--- config.mk ---
export PLATFORM = sky130hd
export DESIGN_NAME = amo_bank_arbiter
export DESIGN_NICKNAME = d
export VERILOG_FILES = /design/src/rtl/amo_bank_arbiter.sv
export SDC_FILE = /design/constraint.sdc
export NUM_CORES = 1
export LEC_CHECK = 0
export ABC_AREA = 1
export BUFFER_PORTS_ARGS = -buffer_cell sky130_fd_sc_hd__buf_2
export CAP_MARGIN = 10
export CORE_AREA = 8 8 262 264
export DETAILED_ROUTE_END_ITERATION = 8
export DIE_AREA = 0 0 270 272
export PLACE_DENSITY = 0.36
export REMOVE_ABC_BUFFERS = 1
export SYNTH_ARGS = -nofsm -noshare
export SYNTH_HDL_FRONTEND = slang
export SYNTH_SLANG_ARGS = --single-unit
--- constraint.sdc ---
create_clock -name clk_i -period 4.2 [get_ports clk_i]
set_input_delay 0.42 -clock clk_i [delete_from_list [all_inputs] [get_ports clk_i]]
set_output_delay 0.42 -clock clk_i [all_outputs]
set_load 0.1 [all_outputs]
--- src/rtl/amo_bank_arbiter.sv ---
// amo_bank_arbiter: round-robin arbiter in front of a single memory bank that
// serialises atomic operations. The search for the selected master starts at
// the priority pointer. After a granted AMO the arbiter spends one blocking
// cycle (AmoBusy) so the shim can finish its read-modify-write. Every
// handshake produces a response exactly one cycle later.
module amo_bank_arbiter #(
  parameter int NumIn        = 4,
  parameter int AddrMemWidth = 32
) (
  input  logic                                 clk_i,
  input  logic                                 rst_ni,
  input  logic [NumIn-1:0]                     req_i,
  output logic [NumIn-1:0]                     gnt_o,
  input  logic [NumIn-1:0][AddrMemWidth-1:0]   add_i,
  input  logic [NumIn-1:0][3:0]                amo_i,
  input  logic [NumIn-1:0]                     wen_i,
  input  logic [NumIn-1:0][63:0]               wdata_i,
  input  logic [NumIn-1:0][7:0]                be_i,
  output logic [63:0]                          rdata_o,
  output logic [NumIn-1:0]                     rvalid_o,
  output logic                                 bank_req_o,
  input  logic                                 bank_gnt_i,
  output logic [AddrMemWidth-1:0]              bank_add_o,
  output logic [3:0]                           bank_amo_o,
  output logic                                 bank_wen_o,
  output logic [63:0]                          bank_wdata_o,
  output logic [7:0]                           bank_be_o,
  input  logic [63:0]                          bank_rdata_i
);

  localparam int PtrW = (NumIn > 1) ? $clog2(NumIn) : 1;

  typedef enum logic {
    Ready   = 1'b0,
    AmoBusy = 1'b1
  } state_e;

  state_e          r_state;
  state_e          w_stateNext;
  logic [PtrW-1:0] r_ptr;
  logic [PtrW-1:0] r_rspId;
  logic            r_rspValid;
  logic [PtrW-1:0] w_sel;
  logic [PtrW-1:0] w_ptrNext;
  logic            w_found;
  logic            w_handshake;

  // Round-robin search: the first requester at or after the pointer, wrapping modulo NumIn
  always_comb begin
    logic [PtrW:0] idx;
    idx     = '0;
    w_sel   = '0;
    w_found = 1'b0;
    for (int i = 0; i < NumIn; i++) begin
      idx = {1'b0, r_ptr} + (PtrW+1)'(i);
      if (idx >= (PtrW+1)'(NumIn)) begin
        idx = idx - (PtrW+1)'(NumIn);
      end
      if (!w_found && req_i[idx[PtrW-1:0]]) begin
        w_found = 1'b1;
        w_sel   = idx[PtrW-1:0];
      end
    end
  end

  // Pointer moves one past the master that just won, wrapping at NumIn
  always_comb begin
    w_ptrNext = '0;
    if (w_sel != PtrW'(NumIn - 1)) begin
      w_ptrNext = w_sel + PtrW'(1);
    end
  end

  // FSM next state plus the bank request/grant outputs; AmoBusy blocks the bank for one cycle
  always_comb begin
    w_stateNext  = r_state;
    w_handshake  = 1'b0;
    gnt_o        = '0;
    bank_req_o   = 1'b0;
    bank_amo_o   = '0;
    bank_add_o   = add_i[w_sel];
    bank_wen_o   = wen_i[w_sel];
    bank_wdata_o = wdata_i[w_sel];
    bank_be_o    = be_i[w_sel];
    case (r_state)
      Ready: begin
        if (w_found) begin
          bank_req_o   = 1'b1;
          bank_amo_o   = amo_i[w_sel];
          gnt_o[w_sel] = bank_gnt_i;
          w_handshake  = bank_gnt_i;
          if (bank_gnt_i && (amo_i[w_sel] != 4'd0)) begin
            w_stateNext = AmoBusy;
          end
        end
      end
      AmoBusy: begin
        w_stateNext = Ready;
      end
      default: begin
        w_stateNext = Ready;
      end
    endcase
  end

  // State register
  always_ff @(posedge clk_i or negedge rst_ni) begin
    if (!rst_ni) begin
      r_state <= Ready;
    end else begin
      r_state <= w_stateNext;
    end
  end

  // Priority pointer and response tracking; a response always follows its handshake by one cycle
  always_ff @(posedge clk_i or negedge rst_ni) begin
    if (!rst_ni) begin
      r_ptr      <= '0;
      r_rspId    <= '0;
      r_rspValid <= 1'b0;
    end else begin
      r_rspValid <= w_handshake;
      if (w_handshake) begin
        r_ptr   <= w_ptrNext;
        r_rspId <= w_sel;
      end
    end
  end

  // Response steering: shim read data goes straight out and the valid goes to the recorded master
  always_comb begin
    rvalid_o          = '0;
    rvalid_o[r_rspId] = r_rspValid;
    rdata_o           = bank_rdata_i;
  end

endmodule

==> metrics.json, run 1 <==
{
  "status": {
    "outcome": "completed"
  },
  "die": {
    "floorplan.rows": 94,
    "area_of_the_die_um2": 73400,
    "start_util_pct": 6.79,
    "vertical_die_dimension_um": 272,
    "design.portCount": 689,
    "core_area_um2": 64800,
    "die_width_um": 270
  },
  "cts": {
    "ctsHoldBuffers": 0,
    "cts_resized": 0,
    "cts_root_buffer": "sky130_fd_sc_hd__clkbuf_16",
    "cts-root-to-sink-buffers": 2,
    "clkTransAtPathRegs_ps": 30,
    "postCtsSetupBuffers": 0,
    "clock_sinks": 6,
    "insertion_delay_ps": 230,
    "tritoncts.num_buffers": 3,
    "cts_tree": "yes",
    "cts_htree_levels": 1
  },
  "finish": {
    "drive_above_1_share_pct": 48.0,
    "design.final.nets": 1761,
    "layout.cells.non_filler": 2116,
    "final_core_util_pct": 13.1,
    "flow.area_growth_from_synthesis_pct": 93.4
  },
  "synthesis": {
    "synthTopCellsByCount": "sky130_fd_sc_hd__nand2_1 (366), sky130_fd_sc_hd__a21oi_1 (106), sky130_fd_sc_hd__a32oi_1 (105), sky130_fd_sc_hd__buf_4 (82), sky130_fd_sc_hd__buf_2 (31)",
    "synth_seq_cells": 6,
    "ys_dominant_reg_cell": "sky130_fd_sc_hd__dfrtp_1",
    "synthDominantCellAreaShare_pct": 31.2,
    "netlist_instances": 797,
    "fraction_of_registers_with_async_set_reset_pct": 100,
    "synthesis.yosys.warnings": 0,
    "post-synth-top-area-cell": "sky130_fd_sc_hd__nand2_1",
    "top_cells_by_area_in_the_synthesized_netlist": "sky130_fd_sc_hd__nand2_1 (31%), sky130_fd_sc_hd__a32oi_1 (21%), sky130_fd_sc_hd__buf_4 (14%)",
    "netlist_area_um2": 4400,
    "netlist-cell-type-count": 24,
    "synth_most_common_cell": "sky130_fd_sc_hd__nand2_1",
    "synth_edf_count": 0,
    "ys_seq_area_share_pct": 3.41,
    "synth_area_per_cell_um2": 5.52
  },
  "detailed_routing": {
    "routed_via_density": 3.61,
    "dr.first_iter.drc_count": 425,
    "drc_violations_left": 0,
    "detailedRoute.firstPassIterationCount": 5,
    "post_drt_wl_per_cell_um": 18.6,
    "wl_mm": 39.3,
    "route.vias.total": 7644,
    "detail-route-antenna-nets": 0
  },
  "placed_design": {
    "placed_cells_incl_taps": 2109,
    "i_o_buffers": 560,
    "routabilityCongestion": 0.895,
    "detailed_place_hpwl_mm": 34.3
  },
  "sta": {
    "rsz0062_at_grt": "false",
    "worst_clock_skew_ps": 1.80,
    "timing.final.crit_share_pct": 87.8,
    "worstMarginPinSlew_ps": 534,
    "drv_slew": 0,
    "max_freq_ghz": 0.271,
    "final_report_hold_violation_count": 0,
    "slew_headroom_pct": 64.6,
    "report.final.setup_viol": 0,
    "period_needed_ps": 3690
  },
  "critical_path": {
    "required_ps": 3780,
    "crit-reg2reg-capture": "r_ptr[1]",
    "ff2ff_setup_slack_ps": 1440,
    "crit_path_end_kind": "output pin",
    "worstSetupPathType": "flop to output pin",
    "worstPathArrival_ps": 3270,
    "regToRegStartpoint": "r_ptr[0]",
    "critical_path_peak_fanout": 83,
    "critical_path.startpoint_type": "flop",
    "worst_r2r_path_depth": 13
  },
  "global_route": {
    "grt_remaining_overflow": 0,
    "initial_antenna_violation_count": 13,
    "first_global_vias": 7944,
    "grt_first_pass_wirelength_mm": 54.4,
    "grt_max_degree": 91,
    "global_route.usage.total_pct": 9.68
  },
  "run": {
    "maxCapViolCount": 0
  },
  "hold_path": {
    "worstHoldPathType": "input pin to async pin"
  }
}
## logic make-up after synthesis
kind of cell	after synthesis	synth area share [%]
simple gates	415	37.8
compound gates	215	33.5
buf+inv	157	24.2
flops	6	3.41
fa+ha+maj	4	1.14
## state kept, by name, summed over array words and instances, names as in the netlist
register,cells
r_ptr,2
r_rspId,2
r_rspValid,1
r_state,1
## cell usage in the layout (no fill, tap or decap), drive strengths merged, types with 6 or more instances in the layout
master  count
nor2       14
nand2     371
nand3      18
buf       583
dfrtp       6
nand4       8
inv        22
a21oi     106
a32oi     105
## how the worst max path moves through the flow
| stage | startpoint | end | slack (ps) | depth (start not counted) |
|---|---|---|---|---|
| after floorplan | r_ptr[0] | bank_add_o[0] | -2620 | 11 |
| after global placement | r_ptr[0] | bank_be_o[2] | 750 | 15 |
| after detailed placement | r_ptr[0] | bank_be_o[2] | 760 | 13 |
| after CTS | r_ptr[0] | bank_wdata_o[39] | 510 | 12 |
| after global routing | r_ptr[0] | bank_add_o[9] | 230 | 13 |
| final | r_ptr[0] | bank_add_o[9] | 510 | 12 |
## per-layer routing
| layer | part of all wire [%] | track usage, % |
|---|---|---|
| met1 | 39 | 11.1 |
| met2 | 43 | 14.7 |
| met3 | 16 | 6.92 |
| met4 | 1.3 | 1.32 |
| met5 | 0.81 | 2.30 |
## worst max-delay path, stage by stage, from the launching register on
cell and delay [ps]:
sky130_fd_sc_hd__dfrtp_1 550, sky130_fd_sc_hd__inv_4 120, sky130_fd_sc_hd__nand2_1 110, sky130_fd_sc_hd__nand3_1 90, sky130_fd_sc_hd__nand2_1 110, sky130_fd_sc_hd__nand2_1 100
sky130_fd_sc_hd__nand3_2 190, sky130_fd_sc_hd__nand3_4 240, sky130_fd_sc_hd__inv_6 280, sky130_fd_sc_hd__buf_12 330, sky130_fd_sc_hd__a21oi_1 150, sky130_fd_sc_hd__a32oi_1 210
sky130_fd_sc_hd__buf_2 470
## final cells by class
cell class | instances | area (µm²)
Fill cell | 7619 | 56300
Timing Repair Buffer | 583 | 3910
Multi-Input combinational cell | 634 | 3200
Tap cell | 864 | 1080
Sequential cell | 6 | 150
Inverter | 22 | 90.1
Clock buffer | 3 | 75.1
Antenna cell | 4 | 10.0
## metrics by stage
step | cell area (µm²) | setup TNS (ps) | hold slack (ps) | setup WS, ps
after global placement | 8430 | 0 | 275 | 749
final | 8510 | 0 | 37.4 | 511
after floorplan | 3420 | -289620 | 124 | -2620
after detailed placement | 8430 | 0 | 278 | 762
after global routing | 8500 | 0 | 41.9 | 225
after CTS | 8500 | 0 | 39.5 | 510
Power of run 1 is not shown: default switching activity piles up to over one toggle a cycle in this logic, so the estimate is an artifact.
==> run 2: changes to the inputs <==
Settings changed: ABC_AREA 1 to not set, CORE_AREA 8 8 262 264 to 8 8 260 262, DIE_AREA 0 0 270 272 to 0 0 268 270, SETUP_SLACK_MARGIN set to 0.15.
==> metrics.json, run 2 <==
{
  "finish": {
    "multiInputGateArea": {"value": 3290, "unit": "µm²", "change": "+2.8%"},
    "commonest_non_fill_non_tap_cell_in_the_layout": "sky130_fd_sc_hd__buf_2",
    "register_area": {"value": 150, "unit": "µm²", "change": "unchanged"},
    "top_regs": "r_ptr (2), r_rspId (2)",
    "flow.area_growth_from_synthesis_pct": 82.3,
    "most-common-layout-cells": "sky130_fd_sc_hd__buf_2 (542), sky130_fd_sc_hd__nand2_1 (429), sky130_fd_sc_hd__and3_1 (110), sky130_fd_sc_hd__a31oi_1 (105), sky130_fd_sc_hd__buf_12 (24)",
    "design.final.nets": {"value": 1784, "change": "+1.3%"},
    "layout_filler_cell_count": {"value": 7582, "change": "-0.49%"},
    "drive_above_1_share": {"value": 45.9, "unit": "%", "change": "-2.0 points"}
  },
  "die": {
    "floorplan.rows": {"value": 93, "change": "-1.1%"},
    "die_width": {"value": 268, "unit": "µm", "change": "-0.74%"},
    "core_area": {"value": 63600, "unit": "µm²", "change": "-1.8%"},
    "vertical_die_dimension": {"value": 270, "unit": "µm", "change": "-0.74%"},
    "design.portCount": {"value": 689, "change": "unchanged"},
    "area_of_the_die": {"value": 72400, "unit": "µm²", "change": "-1.5%"},
    "start_util": {"value": 6.77, "unit": "%", "change": "-0.024 points"}
  },
  "critical_path": {
    "crit_path_cell_trace": "inv_1 > a21oi_1 > and4_4 > buf_4 > nand2_1 > and3_1 > a31oi_1 > buf_2",
    "worstSetupPathType": "flop to output pin",
    "required": {"value": 3780, "unit": "ps", "change": "about the same"},
    "worstSetupStartpoint": "r_ptr[1]",
    "regToRegStartpoint": "r_ptr[1]",
    "path_buf_inv": {"value": 3, "change": "-1"},
    "slowest_delay": {"value": 790, "unit": "ps", "change": "+240 ps"},
    "largest_delay_contributor_family_on_the_critical_path": "buffers and inverters",
    "critical_path.startpoint_type": "flop",
    "crit_path_end_kind": "output pin",
    "critical-path-slowest-cell": "sky130_fd_sc_hd__and4_4",
    "critical_path_peak_fanout": {"value": 49, "change": "-41%"},
    "worstPathArrival": {"value": 3160, "unit": "ps", "change": "-110 ps"}
  },
  "synthesis": {
    "synth_simple_gate_area_share": {"value": 55.1, "unit": "%", "change": "+17 points"},
    "fraction_of_registers_with_async_set_reset": {"value": 100, "unit": "%", "change": "unchanged"},
    "synth-compound-area-share": {"value": 17.0, "unit": "%", "change": "-16 points"},
    "synthTopCellsByCount": "sky130_fd_sc_hd__nand2_1 (429), sky130_fd_sc_hd__and3_1 (110), sky130_fd_sc_hd__a31oi_1 (105), sky130_fd_sc_hd__buf_4 (84)",
    "ys_seq_area_share": {"value": 3.49, "unit": "%", "change": "+0.074 points"},
    "top_cells_by_area_in_the_synthesized_netlist": "sky130_fd_sc_hd__nand2_1 (37%), sky130_fd_sc_hd__and3_1 (16%), sky130_fd_sc_hd__a31oi_1 (15%)",
    "yosys-mux-area-fraction": {"value": 2.90, "unit": "%", "change": "+2.9 points"},
    "netlist_instances": {"value": 831, "change": "+4.3%"},
    "largest_family_of_logic_cells_by_synthesized_area": "simple AND/OR/NAND/NOR gates",
    "synthesis.yosys.warnings": {"value": 0, "change": "unchanged"},
    "synth_area_in_xor_xnor": {"value": 0, "unit": "%", "change": "unchanged"},
    "synthDominantCellAreaShare": {"value": 37.4, "unit": "%", "change": "+6.2 points"},
    "synthesized_area_fraction_occupied_by_adder_cells": {"value": 1.16, "unit": "%", "change": "+0.025 points"},
    "post-synth-top-area-cell": "sky130_fd_sc_hd__nand2_1",
    "synth_seq_cells": {"value": 6, "change": "unchanged"},
    "netlist-cell-type-count": {"value": 25, "change": "+4.2%"},
    "synth_edf_count": {"value": 0, "change": "unchanged"},
    "synth_area_per_cell": {"value": 5.18, "unit": "µm²", "change": "-6.1%"},
    "netlist_area": {"value": 4310, "unit": "µm²", "change": "-2.1%"},
    "ys_dominant_reg_cell": "sky130_fd_sc_hd__dfrtp_1",
    "synth_most_common_cell": "sky130_fd_sc_hd__nand2_1"
  },
  "global_route": {
    "grt_max_degree": {"value": 113, "change": "+24%"},
    "initial_antenna_violation_count": {"value": 16, "change": "+3"},
    "global_route.usage.met2": {"value": 16.5, "unit": "%", "change": "+1.8 points"},
    "grt_remaining_overflow": {"value": 0, "change": "unchanged"},
    "global_route.peak_usage_layer": "met2",
    "first_global_vias": {"value": 7897, "change": "-0.59%"},
    "global_route.usage.total": {"value": 10.1, "unit": "%", "change": "+0.40 points"},
    "grt_util_met3": {"value": 6.91, "unit": "%", "change": "-0.010 points"},
    "grtUsageMet1": {"value": 10.9, "unit": "%", "change": "-0.17 points"},
    "grt_first_pass_wirelength": {"value": 54.7, "unit": "mm", "change": "+0.57%"}
  },
  "detailed_routing": {
    "wl": {"value": 40.5, "unit": "mm", "change": "+2.9%"},
    "drc_violations_left": {"value": 0, "change": "unchanged"},
    "route.vias.total": {"value": 7643, "change": "-0.013%"},
    "detailedRoute.firstPassIterationCount": {"value": 5, "change": "unchanged"},
    "routed_via_density": {"value": 3.59, "change": "-0.62%"},
    "detail-route-antenna-nets": {"value": 0, "change": "unchanged"},
    "dr.first_iter.drc_count": {"value": 340, "change": "-20%"},
    "post_drt_wl_per_cell": {"value": 19.0, "unit": "µm", "change": "+2.3%"}
  },
  "cts": {
    "cts_tree": "yes",
    "clock_sinks": {"value": 6, "change": "unchanged"},
    "tritoncts.num_buffers": {"value": 3, "change": "unchanged"},
    "postCtsSetupBuffers": {"value": 0, "change": "unchanged"},
    "ctsHoldBuffers": {"value": 0, "change": "unchanged"},
    "clkTransAtPathRegs": {"value": 30, "unit": "ps", "change": "about the same"},
    "cts_root_buffer": "sky130_fd_sc_hd__clkbuf_16",
    "cts_htree_levels": {"value": 1, "change": "unchanged"},
    "cts_resized": {"value": 0, "change": "unchanged"},
    "insertion_delay": {"value": 220, "unit": "ps", "change": "about the same"},
    "cts-root-to-sink-buffers": {"value": 2, "change": "unchanged"}
  },
  "sta": {
    "worstMarginPinSlew": {"value": 813, "unit": "ps", "change": "+278 ps"},
    "fin_worst_setup_slack": {"value": 618, "unit": "ps", "change": "+107 ps"},
    "max_freq": {"value": 0.279, "unit": "GHz", "change": "+3.0%"},
    "timing.setup.tns": {"value": 0, "unit": "ps", "change": "unchanged"},
    "slew_headroom": {"value": 45.8, "unit": "%", "change": "-19 points"},
    "hold-worst-slack": {"value": 20.5, "unit": "ps", "change": "-16.9 ps"},
    "rsz0062_at_grt": "false",
    "final_report_hold_violation_count": {"value": 0, "change": "unchanged"},
    "timing.final.crit_share": {"value": 85.3, "unit": "%", "change": "-2.6 points"},
    "drv_slew": {"value": 0, "change": "unchanged"},
    "period_needed": {"value": 3580, "unit": "ps", "change": "-107 ps"},
    "worst_clock_skew": {"value": 0.545, "unit": "ps", "change": "-1.25 ps"},
    "report.final.setup_viol": {"value": 0, "change": "unchanged"}
  },
  "status": {
    "outcome": "completed"
  },
  "placed_design": {
    "routabilityCongestion": {"value": 0.943, "change": "+5.4%"},
    "setup_slack_placement": {"value": 698, "unit": "ps", "change": "-64.4 ps"},
    "i_o_buffers": {"value": 560, "change": "unchanged"},
    "detailed_place_hpwl": {"value": 34.6, "unit": "mm", "change": "+0.82%"}
  },
  "run": {
    "maxCapViolCount": {"value": 0, "change": "unchanged"}
  },
  "hold_path": {
    "worstHoldPathType": "input pin to async pin"
  },
  "power_and_ir_drop": {
    "power_density_nw_per_um2": 977,
    "power.static_leakage_uw": 0.00428,
    "ir_worst_vdd_uv": 545,
    "power.total_uw": 7670
  }
}
## run 2: metal layers
metal  share of wire (%)  up-vias
met3                  17       38
met2                  44      585
met4                 1.1       22
li1                    -     3594
met1                  38     3404
met5                0.71        -
## run 2: path summary, 6_finish.rpt
check | cells after the start | slack (ps) | to
max | 8 | 620 | bank_be_o[5]
max in group asynchronous | 1 | 4030 | r_ptr[0]
min in group clk_i | 2 | 560 | r_rspId[0]
min | 1 | 20 | r_rspId[1]
min reg2reg | 2 | 560 | r_rspId[0]
max reg2reg | 6 | 1850 | r_state
## run 2: kinds of logic after synthesis
kind of cell	Yosys count
and+or+nand+nor	554
muxes	12
adders and majority gates	4
AOI/OAI and AO/OA	115
buffers and inverters	140
DFF	6
## run 2: area by class of cell
cell class                 count  share of cell area, %
multi-input combinational    685                   41.9
antenna                        3                 0.0956
clock buffer                   3                  0.956
timing repair buffer         572                   41.2
tap                          855                   13.6
inverter                       5                  0.335
sequential                     6                   1.91
## run 2: metrics by stage
step | instance area [µm²] | util (%) | cells
floorplan | 3450 | - | 696
detailed placement | 7770 | 12.2 | 2123
global route | 7850 | 12.3 | 2126
global placement | 7770 | 12.2 | 2123
finish | 7860 | 12.3 | 2129
CTS | 7850 | 12.3 | 2126
## run 2: where the power goes
part | internal [µW] | switching [µW]
clock | 122 | 29.3
combinational | 1500 | 5920
sequential | 77.7 | 18.7
Power figures use the tool's default switching activity.
==> run 3: changes to the inputs <==
==> constraint.sdc (replaced) <==
create_clock -name clk_i -period 4.2 [get_ports clk_i]
set_input_delay 0.42 -clock clk_i [delete_from_list [all_inputs] [get_ports clk_i]]
set_output_delay 0.42 -clock clk_i [all_outputs]
set_load 0.02 [all_outputs]
==> metrics.json, run 3 (synthesized netlist as in run 2, its figures left out) <==
{
  "sta": {
    "worstMarginPinSlew": {"value": 701, "unit": "ps", "change": "-111 ps"},
    "rsz0062_at_grt": "false",
    "report.final.setup_viol": {"value": 0, "change": "unchanged"},
    "fin_worst_setup_slack": {"value": 1020, "unit": "ps", "change": "+406 ps"},
    "worst_clock_skew": {"value": 0.219, "unit": "ps", "change": "-0.326 ps"},
    "period_needed": {"value": 3180, "unit": "ps", "change": "-406 ps"},
    "timing.final.crit_share": {"value": 75.6, "unit": "%", "change": "-9.7 points"},
    "final_report_hold_violation_count": {"value": 0, "change": "unchanged"},
    "hold-worst-slack": {"value": 19.2, "unit": "ps", "change": "-1.25 ps"},
    "drv_slew": {"value": 0, "change": "unchanged"},
    "slew_headroom": {"value": 53.3, "unit": "%", "change": "+7.4 points"},
    "max_freq": {"value": 0.315, "unit": "GHz", "change": "+13%"}
  },
  "global_route": {
    "global_route.usage.total": {"value": 10.1, "unit": "%", "change": "+0.055 points"},
    "grt_first_pass_wirelength": {"value": 54.9, "unit": "mm", "change": "+0.39%"},
    "first_global_vias": {"value": 8018, "change": "+1.5%"},
    "initial_antenna_violation_count": {"value": 22, "change": "+6"},
    "grt_remaining_overflow": {"value": 0, "change": "unchanged"},
    "grt_max_degree": {"value": 77, "change": "-32%"}
  },
  "die": {
    "design.portCount": {"value": 689, "change": "unchanged"},
    "start_util": {"value": 6.77, "unit": "%", "change": "unchanged"},
    "vertical_die_dimension": {"value": 270, "unit": "µm", "change": "unchanged"},
    "die_width": {"value": 268, "unit": "µm", "change": "unchanged"},
    "core_area": {"value": 63600, "unit": "µm²", "change": "unchanged"},
    "area_of_the_die": {"value": 72400, "unit": "µm²", "change": "unchanged"},
    "floorplan.rows": {"value": 93, "change": "unchanged"}
  },
  "finish": {
    "most-common-layout-cells": "sky130_fd_sc_hd__buf_2 (560), sky130_fd_sc_hd__nand2_1 (429), sky130_fd_sc_hd__and3_1 (110), sky130_fd_sc_hd__a31oi_1 (105), sky130_fd_sc_hd__buf_4 (15)",
    "finalInstanceArea": {"value": 7630, "unit": "µm²", "change": "-2.8%"},
    "drive_above_1_share": {"value": 46.2, "unit": "%", "change": "+0.30 points"},
    "commonest_non_fill_non_tap_cell_in_the_layout": "sky130_fd_sc_hd__buf_2",
    "flow.area_growth_from_synthesis_pct": 77.2,
    "top_regs": "r_ptr (2), r_rspId (2)",
    "design.final.nets": {"value": 1791, "change": "+0.39%"}
  },
  "critical_path": {
    "required": {"value": 3780, "unit": "ps", "change": "about the same"},
    "worst_r2r_path_depth": {"value": 6, "change": "unchanged"},
    "crit-reg2reg-capture": "r_state",
    "critical-path-slowest-cell": "sky130_fd_sc_hd__buf_4",
    "critical_path.startpoint_type": "flop",
    "critical_path_peak_fanout": {"value": 76, "change": "+55%"},
    "regToRegStartpoint": "r_ptr[1]",
    "crit_path_end_kind": "output pin",
    "worstPathArrival": {"value": 2760, "unit": "ps", "change": "-400 ps"},
    "worstSetupPathType": "flop to output pin",
    "ff2ff_setup_slack": {"value": 1980, "unit": "ps", "change": "+130 ps"},
    "crit_path_cell_trace": "inv_1 > a21oi_1 > and4_4 > buf_12 > buf_4 > nand2_1 > and3_1 > a31oi_1 > buf_2",
    "slowest_delay": {"value": 450, "unit": "ps", "change": "-340 ps"}
  },
  "cts": {
    "insertion_delay": {"value": 220, "unit": "ps", "change": "about the same"},
    "ctsHoldBuffers": {"value": 0, "change": "unchanged"},
    "cts_resized": {"value": 0, "change": "unchanged"},
    "clock_sinks": {"value": 6, "change": "unchanged"},
    "cts-root-to-sink-buffers": {"value": 2, "change": "unchanged"},
    "tritoncts.num_buffers": {"value": 3, "change": "unchanged"},
    "cts_htree_levels": {"value": 1, "change": "unchanged"},
    "cts_root_buffer": "sky130_fd_sc_hd__clkbuf_16",
    "cts_tree": "yes",
    "postCtsSetupBuffers": {"value": 0, "change": "unchanged"},
    "clkTransAtPathRegs": {"value": 30, "unit": "ps", "change": "about the same"}
  },
  "detailed_routing": {
    "wl": {"value": 40.7, "unit": "mm", "change": "+0.59%"},
    "dr.first_iter.drc_count": {"value": 243, "change": "-29%"},
    "drc_violations_left": {"value": 0, "change": "unchanged"},
    "routed_via_density": {"value": 3.55, "change": "-1.1%"},
    "route.vias.total": {"value": 7616, "change": "-0.35%"},
    "post_drt_wl_per_cell": {"value": 19.0, "unit": "µm", "change": "-0.11%"},
    "detail-route-antenna-nets": {"value": 0, "change": "unchanged"},
    "detailedRoute.firstPassIterationCount": {"value": 4, "change": "-1"}
  },
  "power_and_ir_drop": {
    "ir_worst_vdd": {"value": 296, "unit": "µV", "change": "-46%"},
    "power_frac_clock": {"value": 3.8, "unit": "%", "change": "+1.8 points"},
    "netSwitchingFraction": {"value": 63.4, "unit": "%", "change": "-14 points"},
    "power.share.combinational": {"value": 93.7, "unit": "%", "change": "-3.1 points"},
    "power_density": {"value": 514, "unit": "nW/µm²", "change": "-47%"},
    "power.static_leakage": {"value": 0.00420, "unit": "µW", "change": "-1.8%"},
    "switching_power": {"value": 2490, "unit": "µW", "change": "-58%"},
    "intPower": {"value": 1440, "unit": "µW", "change": "-16%"},
    "sequentialPowerShare": {"value": 2.5, "unit": "%", "change": "+1.2 points"}
  },
  "placed_design": {
    "i_o_buffers": {"value": 560, "change": "unchanged"},
    "setup_slack_placement": {"value": 1110, "unit": "ps", "change": "+412 ps"},
    "routabilityCongestion": {"value": 0.939, "change": "-0.47%"},
    "place_area": {"value": 7530, "unit": "µm²", "change": "-3.1%"},
    "detailed_place_hpwl": {"value": 35.1, "unit": "mm", "change": "+1.4%"}
  },
  "hold_path": {
    "worstHoldPathType": "input pin to async pin"
  },
  "run": {
    "maxCapViolCount": {"value": 0, "change": "unchanged"}
  },
  "status": {
    "outcome": "completed"
  }
}
run 3: cell types whose count changed in the layout (fill, tap and decap cells not counted), sizes merged:
| cell | previous run | this run |
|---|---|---|
| buf | 572 | 579 |
| diode | 3 | 11 |
run 3: routing by layer:
layer  GRT usage, %  up-vias  wire [µm]
met5           2.49        -        374
met4           2.16       24        924
met3           7.61       50       7400
met2           15.9      571      17100
met1           10.6     3351      14900
li1               -     3620          -
run 3: power by group through the flow:
stage / Sequential, µW / Clock (µW) / Combinational (µW)
floorplan: 92.1 / 0 / 2320
global placement: 96.0 / 0 / 3770
detailed placement: 96.4 / 0 / 3760
CTS: 95.8 / 152 / 3770
global route: 99.4 / 156 / 4030
finish: 96.8 / 149 / 3680
run 3: layout make-up:
type,instances,area [µm²]
flip-flops and latches,6,150
diodes,11,27.5
clock buffers,3,75.1
well taps,855,1070
multi-input cells,685,3290
inverters,5,26.3
repair buffers,579,3000
fillers,7596,56000
run 3: worst max path at each step:
| stage | from | to | slack [ps] |
|---|---|---|---|
| 6_report | r_ptr[1] | bank_be_o[5] | 1020 |
| 5_1_grt | r_ptr[0] | bank_be_o[5] | 760 |
| 4_1_cts | r_ptr[0] | bank_be_o[5] | 1000 |
| 3_5_place_dp | req_i[3] | bank_be_o[5] | 1110 |
| 3_3_place_gp | req_i[3] | bank_wen_o | 1100 |
| 2_1_floorplan | r_ptr[1] | gnt_o[1] | -4690 |
run 3: critical path: cells and delay by family (launching register included):
| kind | cells | cell delay (ps) |
|---|---|---|
| AND/OR/NAND/NOR | 3 | 610 |
| AO/OA/AOI/OAI | 2 | 350 |
| flip-flops | 1 | 390 |
| buffers and inverters | 4 | 1050 |
run 3: stage by stage:
step,TNS (ps),total power (µW),util [%],instances
3_3_place_gp,0,3870,11.8,2130
6_report,0,3930,12.0,2144
4_1_cts,0,4020,11.9,2133
2_1_floorplan,-486790,2410,-,696
3_5_place_dp,0,3860,11.8,2130
5_1_grt,0,4280,12.0,2135
